==> src/rtl/multiword_add_sequencer_if.sv <==
// Operand/result handshake plus external adder-slice hookup for multiword_add_sequencer.
// slave = the sequencer side, master = the environment (source, sink and adder slice).
interface multiword_add_sequencer_if #(
    parameter int DATA_WIDTH = 8,
    parameter int WORDS      = 4
);
    logic                        in_valid;
    logic                        in_ready;
    logic [DATA_WIDTH*WORDS-1:0] in_a;
    logic [DATA_WIDTH*WORDS-1:0] in_b;
    logic                        in_sub;
    logic                        out_valid;
    logic                        out_ready;
    logic [DATA_WIDTH*WORDS-1:0] out_sum;
    logic                        out_cout;
    logic                        out_ovf;
    logic                        busy;
    logic [DATA_WIDTH-1:0]       add_a;
    logic [DATA_WIDTH-1:0]       add_b;
    logic                        add_cin;
    logic [DATA_WIDTH-1:0]       add_sum;
    logic                        add_cout;

    modport slave (
        input  in_valid, in_a, in_b, in_sub, out_ready, add_sum, add_cout,
        output in_ready, out_valid, out_sum, out_cout, out_ovf, busy, add_a, add_b, add_cin
    );

    modport master (
        output in_valid, in_a, in_b, in_sub, out_ready, add_sum, add_cout,
        input  in_ready, out_valid, out_sum, out_cout, out_ovf, busy, add_a, add_b, add_cin
    );
endinterface

==> src/rtl/multiword_add_sequencer.sv <==
// Multi-word add/subtract controller: drives one external DATA_WIDTH-bit adder slice,
// one word per cycle LSW first, and assembles the wide result with carry and overflow.
module multiword_add_sequencer #(
    parameter int DATA_WIDTH = 8,
    parameter int WORDS      = 4
) (
    input logic                        clk,
    input logic                        rst,
    multiword_add_sequencer_if.slave   bus
);
    localparam int IDX_W = (WORDS > 1) ? $clog2(WORDS) : 1;
    localparam logic [IDX_W-1:0] LAST_IDX = IDX_W'(WORDS - 1);

    typedef enum logic [1:0] {
        IDLE = 2'd0,
        RUN  = 2'd1,
        DONE = 2'd2
    } state_t;

    state_t                      state_q;
    logic [IDX_W-1:0]            idx_q;
    logic                        carry_q;
    logic [DATA_WIDTH*WORDS-1:0] a_q;
    logic [DATA_WIDTH*WORDS-1:0] b_q;
    logic                        sub_q;
    logic [DATA_WIDTH*WORDS-1:0] sum_q;
    logic [DATA_WIDTH*WORDS-1:0] sum_d;
    logic                        cout_q;
    logic                        ovf_q;
    logic [DATA_WIDTH-1:0]       word_a;
    logic [DATA_WIDTH-1:0]       word_b;
    logic                        run;
    logic                        cmsb;

    assign run = (state_q == RUN);

    // Word select and result-word insertion share one decode of idx_q.
    always_comb begin
        sum_d  = sum_q;
        word_a = '0;
        word_b = '0;
        for (int unsigned w = 0; w < WORDS; w++) begin
            if (IDX_W'(w) == idx_q) begin
                word_a = a_q[w*DATA_WIDTH +: DATA_WIDTH];
                word_b = b_q[w*DATA_WIDTH +: DATA_WIDTH];
                sum_d[w*DATA_WIDTH +: DATA_WIDTH] = bus.add_sum;
            end
        end
    end

    assign bus.add_a   = run ? word_a : '0;
    assign bus.add_b   = run ? (word_b ^ {DATA_WIDTH{sub_q}}) : '0;
    assign bus.add_cin = run ? ((idx_q == '0) ? sub_q : carry_q) : 1'b0;

    // Carry into the sign bit, recovered from the slice's MSB inputs and sum.
    assign cmsb = bus.add_a[DATA_WIDTH-1] ^ bus.add_b[DATA_WIDTH-1] ^ bus.add_sum[DATA_WIDTH-1];

    always_ff @(posedge clk) begin
        if (rst) begin
            state_q <= IDLE;
            idx_q   <= '0;
            carry_q <= 1'b0;
            a_q     <= '0;
            b_q     <= '0;
            sub_q   <= 1'b0;
            sum_q   <= '0;
            cout_q  <= 1'b0;
            ovf_q   <= 1'b0;
        end else begin
            case (state_q)
                IDLE: begin
                    if (bus.in_valid) begin
                        a_q     <= bus.in_a;
                        b_q     <= bus.in_b;
                        sub_q   <= bus.in_sub;
                        sum_q   <= '0;
                        idx_q   <= '0;
                        state_q <= RUN;
                    end
                end
                RUN: begin
                    sum_q   <= sum_d;
                    carry_q <= bus.add_cout;
                    idx_q   <= idx_q + 1'b1;
                    if (idx_q == LAST_IDX) begin
                        cout_q  <= bus.add_cout;
                        ovf_q   <= cmsb ^ bus.add_cout;
                        idx_q   <= '0;
                        state_q <= DONE;
                    end
                end
                DONE: begin
                    if (bus.out_ready) begin
                        state_q <= IDLE;
                    end
                end
                default: state_q <= IDLE;
            endcase
        end
    end

    assign bus.in_ready  = (state_q == IDLE);
    assign bus.out_valid = (state_q == DONE);
    assign bus.busy      = (state_q != IDLE);
    assign bus.out_sum   = sum_q;
    assign bus.out_cout  = cout_q;
    assign bus.out_ovf   = ovf_q;
endmodule
==> src/flat_wrapper.sv <==
// flat-port wrapper written by rule: the top's interface ports become plain ports
module multiword_add_sequencer_flat 
#(
    parameter int DATA_WIDTH = 8,
    parameter int WORDS      = 4
)
  (clk, rst, bus_in_valid, bus_in_a, bus_in_b, bus_in_sub, bus_out_ready, bus_add_sum, bus_add_cout, bus_in_ready, bus_out_valid, bus_out_sum, bus_out_cout, bus_out_ovf, bus_busy, bus_add_a, bus_add_b, bus_add_cin);
  multiword_add_sequencer_if #(.DATA_WIDTH(DATA_WIDTH), .WORDS(WORDS)) bus_i ();
  input logic clk;
  input logic rst;
  input wire logic [$bits(bus_i.in_valid)-1:0] bus_in_valid;
  input wire logic [$bits(bus_i.in_a)-1:0] bus_in_a;
  input wire logic [$bits(bus_i.in_b)-1:0] bus_in_b;
  input wire logic [$bits(bus_i.in_sub)-1:0] bus_in_sub;
  input wire logic [$bits(bus_i.out_ready)-1:0] bus_out_ready;
  input wire logic [$bits(bus_i.add_sum)-1:0] bus_add_sum;
  input wire logic [$bits(bus_i.add_cout)-1:0] bus_add_cout;
  output wire logic [$bits(bus_i.in_ready)-1:0] bus_in_ready;
  output wire logic [$bits(bus_i.out_valid)-1:0] bus_out_valid;
  output wire logic [$bits(bus_i.out_sum)-1:0] bus_out_sum;
  output wire logic [$bits(bus_i.out_cout)-1:0] bus_out_cout;
  output wire logic [$bits(bus_i.out_ovf)-1:0] bus_out_ovf;
  output wire logic [$bits(bus_i.busy)-1:0] bus_busy;
  output wire logic [$bits(bus_i.add_a)-1:0] bus_add_a;
  output wire logic [$bits(bus_i.add_b)-1:0] bus_add_b;
  output wire logic [$bits(bus_i.add_cin)-1:0] bus_add_cin;
  assign bus_i.in_valid = bus_in_valid;
  assign bus_i.in_a = bus_in_a;
  assign bus_i.in_b = bus_in_b;
  assign bus_i.in_sub = bus_in_sub;
  assign bus_i.out_ready = bus_out_ready;
  assign bus_i.add_sum = bus_add_sum;
  assign bus_i.add_cout = bus_add_cout;
  assign bus_in_ready = bus_i.in_ready;
  assign bus_out_valid = bus_i.out_valid;
  assign bus_out_sum = bus_i.out_sum;
  assign bus_out_cout = bus_i.out_cout;
  assign bus_out_ovf = bus_i.out_ovf;
  assign bus_busy = bus_i.busy;
  assign bus_add_a = bus_i.add_a;
  assign bus_add_b = bus_i.add_b;
  assign bus_add_cin = bus_i.add_cin;
  multiword_add_sequencer #(.DATA_WIDTH(DATA_WIDTH), .WORDS(WORDS)) u_core (.clk(clk), .rst(rst), .bus(bus_i));
endmodule
==> config.mk <==
export PLATFORM = sky130hd
export DESIGN_NAME = multiword_add_sequencer_flat
export DESIGN_NICKNAME = d
export VERILOG_FILES = /design/src/rtl/multiword_add_sequencer_if.sv /design/src/rtl/multiword_add_sequencer.sv /design/src/flat_wrapper.sv
export SDC_FILE = /design/constraint.sdc
export NUM_CORES = 1
export LEC_CHECK = 0
export CORE_UTILIZATION = 32
export CTS_BUF_LIST = sky130_fd_sc_hd__clkbuf_8 sky130_fd_sc_hd__clkbuf_16
export DETAILED_ROUTE_END_ITERATION = 6
export DONT_BUFFER_PORTS = 1
export GPL_TIMING_DRIVEN = 0
export PLACE_DENSITY = 0.54
export SLEW_MARGIN = 20
export SYNTH_ARGS = -nofsm -noshare
export SYNTH_HDL_FRONTEND = slang
export SYNTH_SLANG_ARGS = --single-unit
export TNS_END_PERCENT = 30
==> constraint.sdc <==
create_clock -name clk -period 1.9 [get_ports clk]
set_input_delay 0.285 -clock clk [delete_from_list [all_inputs] [get_ports clk]]
set_output_delay 0.285 -clock clk [all_outputs]
set_load 0.005 [all_outputs]
==> results by group <==
Timing
  – Final WS setup: -0.2821 ns
  – Final Slew Violations: 0
  – Max Fclk: 0.4583 GHz
  – Min Tclk post-route: 2.182 ns
  – Worst Max-Slew Pin Slew: 0.6161 ns
  – Hold slack: 0.06486 ns
  – Final Skew: 0.01056 ns
  – Slew margin rel.: 0.5893
  – Final Cycle Share: 1.148
  – Final setup fails: 17
  – Hold violation total from the final report: 0
  – Unrepaired setup endpoints after global routing: yes

Worst hold path
  – WHS Endpoint: u_core.a_q[14]$_SDFFE_PP0P_
  – Min-Delay Startpoint: bus_in_a[14]
  – Hold/Removal Path Class: input pin to register
  – Worst hold stages: 2

Floorplanning
  – Die W: 119.4 um
  – Rows: 42
  – Area of the die: 14,260 um2
  – Core Region: 13,350 um2
  – I/O pin cnt: 132
  – Die H: 119.4 um
  – Initial Utilization: 0.3306

Routing
  – Initial DRC Count: 173
  – Vias/cell: 5.101
  – Avg WL per Cell: 17.31 um
  – Routed vias: 4,030
  – WL final: 13,680 um
  – DRT Pass-1 Iters: 5
  – Antenna Violating Nets Remaining: 0
  – DRC: 0

Worst setup path
  – Worst Setup SP: u_core.idx_q[1]$_SDFFE_PP0P_
  – Buffers and inverters on the worst path: 2
  – Kind of end point of the critical path: primary output
  – R2R Path Start: u_core.idx_q[1]$_SDFFE_PP0P_
  – Crit-path max cell delay: 0.38 ns
  – Critical Path Fanout Max: 5
  – Slowest CP cell: dfxtp_4
  – CP Data Required Time: 1.62 ns
  – Worst-path cell chain: inv_4 > ha_4 > buf_8 > nand3b_1 > a221o_1 > nand3_1 > nor3b_4
  – Critical path startpoint category: register
  – CP top delay family: simple AND/OR/NAND/NOR gates
  – R2R depth: 8
  – Reg-to-Reg End: u_core.bus.out_sum[17]$_SDFFE_PP0P_
  – Worst Path Arrival: 1.90 ns
  – Flop2flop setup slack: 0.11 ns
  – Critical path class: register to primary output

Yosys
  – Yosys reg bits: 104
  – Post-Syn Instances: 580
  – Complex-gate fraction of the synthesized area: 0.2073
  – Share of Yosys cell area claimed by the top area cell type: 0.4718
  – Cell variety after synth: 28
  – Cell Area, Synth: 4413 um2
  – Synth Area in XOR/XNOR: 0.009923
  – Seq/Total Area, Yosys: 0.4718
  – Synth top area cells: dfxtp_1 (47%), nand2_1 (14%), a21oi_1 (11%), a22oi_1 (5.4%), nor2_1 (3.7%)
  – Post-synthesis adder-cell area fraction: 0.01134
  – YS warnings: 0
  – Multiplexer area fraction after synthesis: 0.006805
  – Simple-Gate Fraction of Synth Area: 0.2308
  – Syn_nets: 662
  – Synth Area per Inst: 7.609 um2
  – Main combinational cell family by area after synthesis: simple AND/OR/NAND/NOR gates
  – Cell taking the most area after synthesis: dfxtp_1

Clock network
  – Max Root-Sink Buffers: 2
  – CTS tree: built
  – CTS clock-pin slew for the worst setup and hold paths: 0.08 ns
  – Clock Sinks: 104
  – Clock Latency Late Sink: 0.35 ns
  – Cts bufs inserted: 9
  – H-tree depth: 3
  – Clock Root Buffer: clkbuf_16

Placement
  – GPL Wtd Cong: 0.8156
  – Final HPWL DP: 10,050 um
  – IO buf count: 0
  – Post-Place Setup Slack: -0.2865 ns

Pwr
  – Peak VDD IR: 0.4254 mV
  – Pwr/cell area: 861.5 nW/um2
  – P_leak: 0.002016 uW

Global routing
  – Largest net degree at the start of global routing: 19
  – Global-route usage over all layers: 0.1968
  – Vias in the first global route: 4,052
  – Global-route wire length before repair: 21,420 um
  – Congestion Overflow GR: 0
  – Initial antenna violation count: 0

Status
  – Outcome: finished with violations
  – Failing checks: setup timing

Finish
  – Fill cells: 1,368
  – Area growth syn-to-layout: 28.01%
  – Multi-input gate area: 2440 um2
  – Layout Nets: 692
  – Register area: 2092 um2
  – Layout cell share with drive strength beyond 1: 0.2085
  – Inserted Diodes: 0

Job
  – Max Cap Viol: 0
-- layout by cell type (no fill, tap or decap), types with 5 or more instances in the layout --
master / synthesis / layout
a22oi_1: 32 / 32
nand3b_1: 9 / 9
o21ai_2: 0 / 9
a21oi_4: 0 / 6
a21oi_1: 98 / 79
clkbuf_16: 0 / 11
clkbuf_1: 23 / 18
buf_6: 0 / 11
buf_2: 20 / 13
o21ai_4: 0 / 7
dfxtp_1: 104 / 100
nand3_1: 8 / 8
a221o_1: 7 / 7
nor2_2: 0 / 5
buf_4: 0 / 9
inv_1: 20 / 18
a21oi_2: 0 / 13
nand2_1: 162 / 156
nor3b_4: 0 / 5
nor2_1: 44 / 38
-- stage by stage --
| step | cell area [um2] | util | instances | TNS (ns) | power, uW |
|---|---|---|---|---|---|
| floorplan | 4413 | - | 580 | 0 | 2776 |
| global placement | 4633 | 0.3471 | 756 | -3.522 | 2924 |
| detailed placement | 4633 | 0.3471 | 756 | -4.718 | 2938 |
| CTS | 5355 | 0.4012 | 783 | -3.585 | 4831 |
| global route | 5649 | 0.4232 | 790 | -4.016 | 5085 |
| finish | 5649 | 0.4232 | 790 | -2.935 | 4867 |
-- cell families after synthesis --
family	count (synthesis)
buffers and inverters	66
adders and majority gates	4
DFF	104
muxes	3
AOI/OAI and AO/OA	157
xor gates and xnor gates	5
and+or+nand+nor	241
-- synth_stat cells --
cell and n:
nand3_1 8, a211oi_2 1, nand2_1 162, o21ai_0 16, ha_1 4, a22oi_1 32, xnor2_1 4, mux2i_1 3
nor3b_1 8, clkbuf_1 23, nor2_1 44, nor3b_2 1, buf_2 20, buf_1 2, xor2_1 1, a211oi_1 2
clkbuf_2 1, and3b_1 4, or2_2 1, dfxtp_1 104, nand2b_1 1, nor3_1 1, inv_1 20, a221o_1 7
nor2b_1 2, a21oi_1 98, a31oi_1 1, nand3b_1 9
-- worst reg2reg max path: stages (launching register included) --
cell	delay (ns)
dfxtp_4	0.37
buf_4	0.14
ha_4	0.19
buf_4	0.14
and3b_1	0.16
buf_2	0.18
nor2_2	0.32
a22oi_1	0.12
nor2_1	0.11
-- power by group --
group	switching, uW	leakage, uW	internal (uW)
clock	863	0.000130	903
combinational	422	0.00103	320
sequential	77.6	0.000852	2280
-- area by class of cell --
cell class	instances	share of cell area
well taps	176	0.03898
inverters	20	0.01417
multi-input cells	410	0.4319
clock buffers	9	0.03987
clock inverters	6	0.009302
plain buffers	44	0.05183
repair buffers	21	0.04363
flip-flops and latches	104	0.3703
-- per-layer routing --
metal / track usage / up-vias / share of wire
met2: 0.3183 / 122 / 0.48
met3: 0.06466 / 10 / 0.082
met1: 0.2437 / 1903 / 0.42
met5: 0 / - / 0
li1: - / 1995 / -
met4: 0.07031 / 0 / 0.011
-- how the worst max path moves through the flow --
stage,slack (ns),depth (start not counted),end
finish,-0.28,7,bus_add_b[5]
global route,-0.36,7,bus_add_b[7]
CTS,-0.32,7,bus_add_b[5]
detailed placement,-0.29,6,bus_add_b[6]
global placement,-0.25,6,bus_add_b[5]
floorplan,0.07,8,bus_add_b[6]
-- repair_timing --
| action | in CTS | in global routing |
|---|---|---|
| hold buffers | 0 | 0 |
| cloned | 2 | 1 |
| setup endpoints to repair | 48 | 56 |
| resized for setup | 99 | 61 |
| setup buffers | 10 | 8 |
| pin swaps | 13 | 29 |
-- state kept, by name, summed over array words and instances (netlist names) --
signal and flops:
u_core.state_q 2, u_core.idx_q 2, u_core.bus.out_ovf 1, u_core.b_q 32
u_core.bus.out_sum 32, u_core.a_q 32, u_core.carry_q 1, u_core.bus.out_cout 1
u_core.sub_q 1
Power figures use the tool's default switching activity.
==> RTL edit, RTL diff (config.mk and constraints unchanged) <==
`DATA_WIDTH` is set to 8 in 3 places; all go to 9.
--- a/src/rtl/multiword_add_sequencer_if.sv
+++ b/src/rtl/multiword_add_sequencer_if.sv
@@ -1,7 +1,7 @@
 // Operand/result handshake plus external adder-slice hookup for multiword_add_sequencer.
 // slave = the sequencer side, master = the environment (source, sink and adder slice).
 interface multiword_add_sequencer_if #(
-    parameter int DATA_WIDTH = 8,
+    parameter int DATA_WIDTH = 9,
     parameter int WORDS      = 4
 );
     logic                        in_valid;
--- a/src/rtl/multiword_add_sequencer.sv
+++ b/src/rtl/multiword_add_sequencer.sv
@@ -1,7 +1,7 @@
 // Multi-word add/subtract controller: drives one external DATA_WIDTH-bit adder slice,
 // one word per cycle LSW first, and assembles the wide result with carry and overflow.
 module multiword_add_sequencer #(
-    parameter int DATA_WIDTH = 8,
+    parameter int DATA_WIDTH = 9,
     parameter int WORDS      = 4
 ) (
     input logic                        clk,
--- a/src/flat_wrapper.sv
+++ b/src/flat_wrapper.sv
@@ -1,7 +1,7 @@
 // flat-port wrapper written by rule: the top's interface ports become plain ports
 module multiword_add_sequencer_flat 
 #(
-    parameter int DATA_WIDTH = 8,
+    parameter int DATA_WIDTH = 9,
     parameter int WORDS      = 4
 )
   (clk, rst, bus_in_valid, bus_in_a, bus_in_b, bus_in_sub, bus_out_ready, bus_add_sum, bus_add_cout, bus_in_ready, bus_out_valid, bus_out_sum, bus_out_cout, bus_out_ovf, bus_busy, bus_add_a, bus_add_b, bus_add_cin);
Ports: changed (6 resized); port bits go from 132 to 147. The function was not compared with the original's and may differ.
==> RTL edit against the unedited design <==
The run still ends with negative setup slack left; final area rose by 20%; setup slack got worse by 0.10 ns; wire length rose by 19%; register-to-register slack improved by 0.05 ns; synthesized cell count rose by 14%; clock skew fell by 0.0056 ns; largest cell class unchanged; power rose by 35%; area after synthesis rose by 15%; sequential cell count rose by 12; final cell count rose by 21%.
==> RTL edit: results (changes against the unedited design) <==
inverters: 21  # +5.0%
syn_nets: 751  # +13%
worst_slack_ns: -0.387  # -0.105 ns
yosys-top-cells-area: "dfxtp_1 (46%), nand2_1 (14%), a21oi_1 (12%)"
clkSinkCount: 116  # +12%
setup_viol: 19  # +2
worstRegToRegCells: 7  # -1
clk_pin_slew_worst_paths_ns: 0.06  # -0.02 ns
met3_usage_pct: 8.14  # +1.7 points
drive_gt1_share_pct: 16.3  # -4.5 points
power.switching_mw: 1.82  # +34%
regToRegEndpoint: "u_core.bus.out_sum[26]"
routed_via_density: 5.01  # -1.8%
violations: "negative setup slack"
seq_power_share_pct: 40.0  # -8.5 points
holdWs_ns: 0.0146  # -0.0503 ns
grt_pass1_vias: 4808  # +19%
worstHoldEndpoint: "u_core.a_q[20]"
min_from: "bus_in_a[20]"
grt_use_total_pct: 20.4  # +0.67 points
non_clock_buffer_count: 109  # +68%
hpwl_mm: 11.8  # +18%
worstMarginPinSlew_ns: 0.604  # -0.0125 ns
drt_iter0_markers: 307  # +77%
path_max_fanout: 7  # +2
m1WireLength_mm: 7.07  # +22%
regArea_mm2: 0.00233  # +11%
routabilityCongestion: 0.820  # +0.56%
buf_share_pct: 14.2  # +4.7 points
crit_path_top_delay_cell: "a221o_1"
met2_usage_pct: 33.4  # +1.5 points
placed_cell_area_mm2: 0.00532  # +15%
finalNonFillerCells: 958  # +21%
multi_input_gates: 469  # +14%
clkPwrFrac_pct: 47.0  # +11 points
htreeDepth: 4  # +1
met2_wirelength_mm: 7.65  # +16%
status: "finished with violations"
synth.distinct_cells: 32  # +14%
grt_max_degree: 17  # -2
route.met3.wl_mm: 1.38  # +23%
multi_input_area_share_pct: 37.8  # -5.4 points
==> RTL edit: cell types whose count changed after synthesis, moves of 7 or more <==
cell and delta:
buf_6 +10, a21oi_1 +23, buf_2 -7, dfxtp_1 +12, nor2_1 -11, nand2_1 +33
nand3_1 +10
==> RTL edit: cell families (layout without fill, tap and decap cells) <==
logic type      count (synthesis)  count (layout)  share of synthesized area [%]
mux                             3               3                          0.594
simple gates                  279             279                           23.8
flops                         116             116                           45.9
compound gates                178             178                           20.0
fa+ha+maj                       4               4                          0.990
buf+inv                        75             162                           7.74
xor+xnor                        5               5                          0.866
==> RTL edit: critical path: cells and delay by family, from the launching register on <==
family	cells	cell delay, ns
compound gates	1	0.38
buf+inv	2	0.18
flops	1	0.37
simple gates	3	0.46
fa+ha+maj	1	0.20
==> RTL edit: repair_timing <==
action                     4_1_cts  5_1_grt
pin swaps                       11       16
hold endpoints to repair        43        5
gates resized for setup         46       57
setup endpoints to repair       19       26
hold buffers                    43        5
cloned                           1        2
setup buffers                    5        2
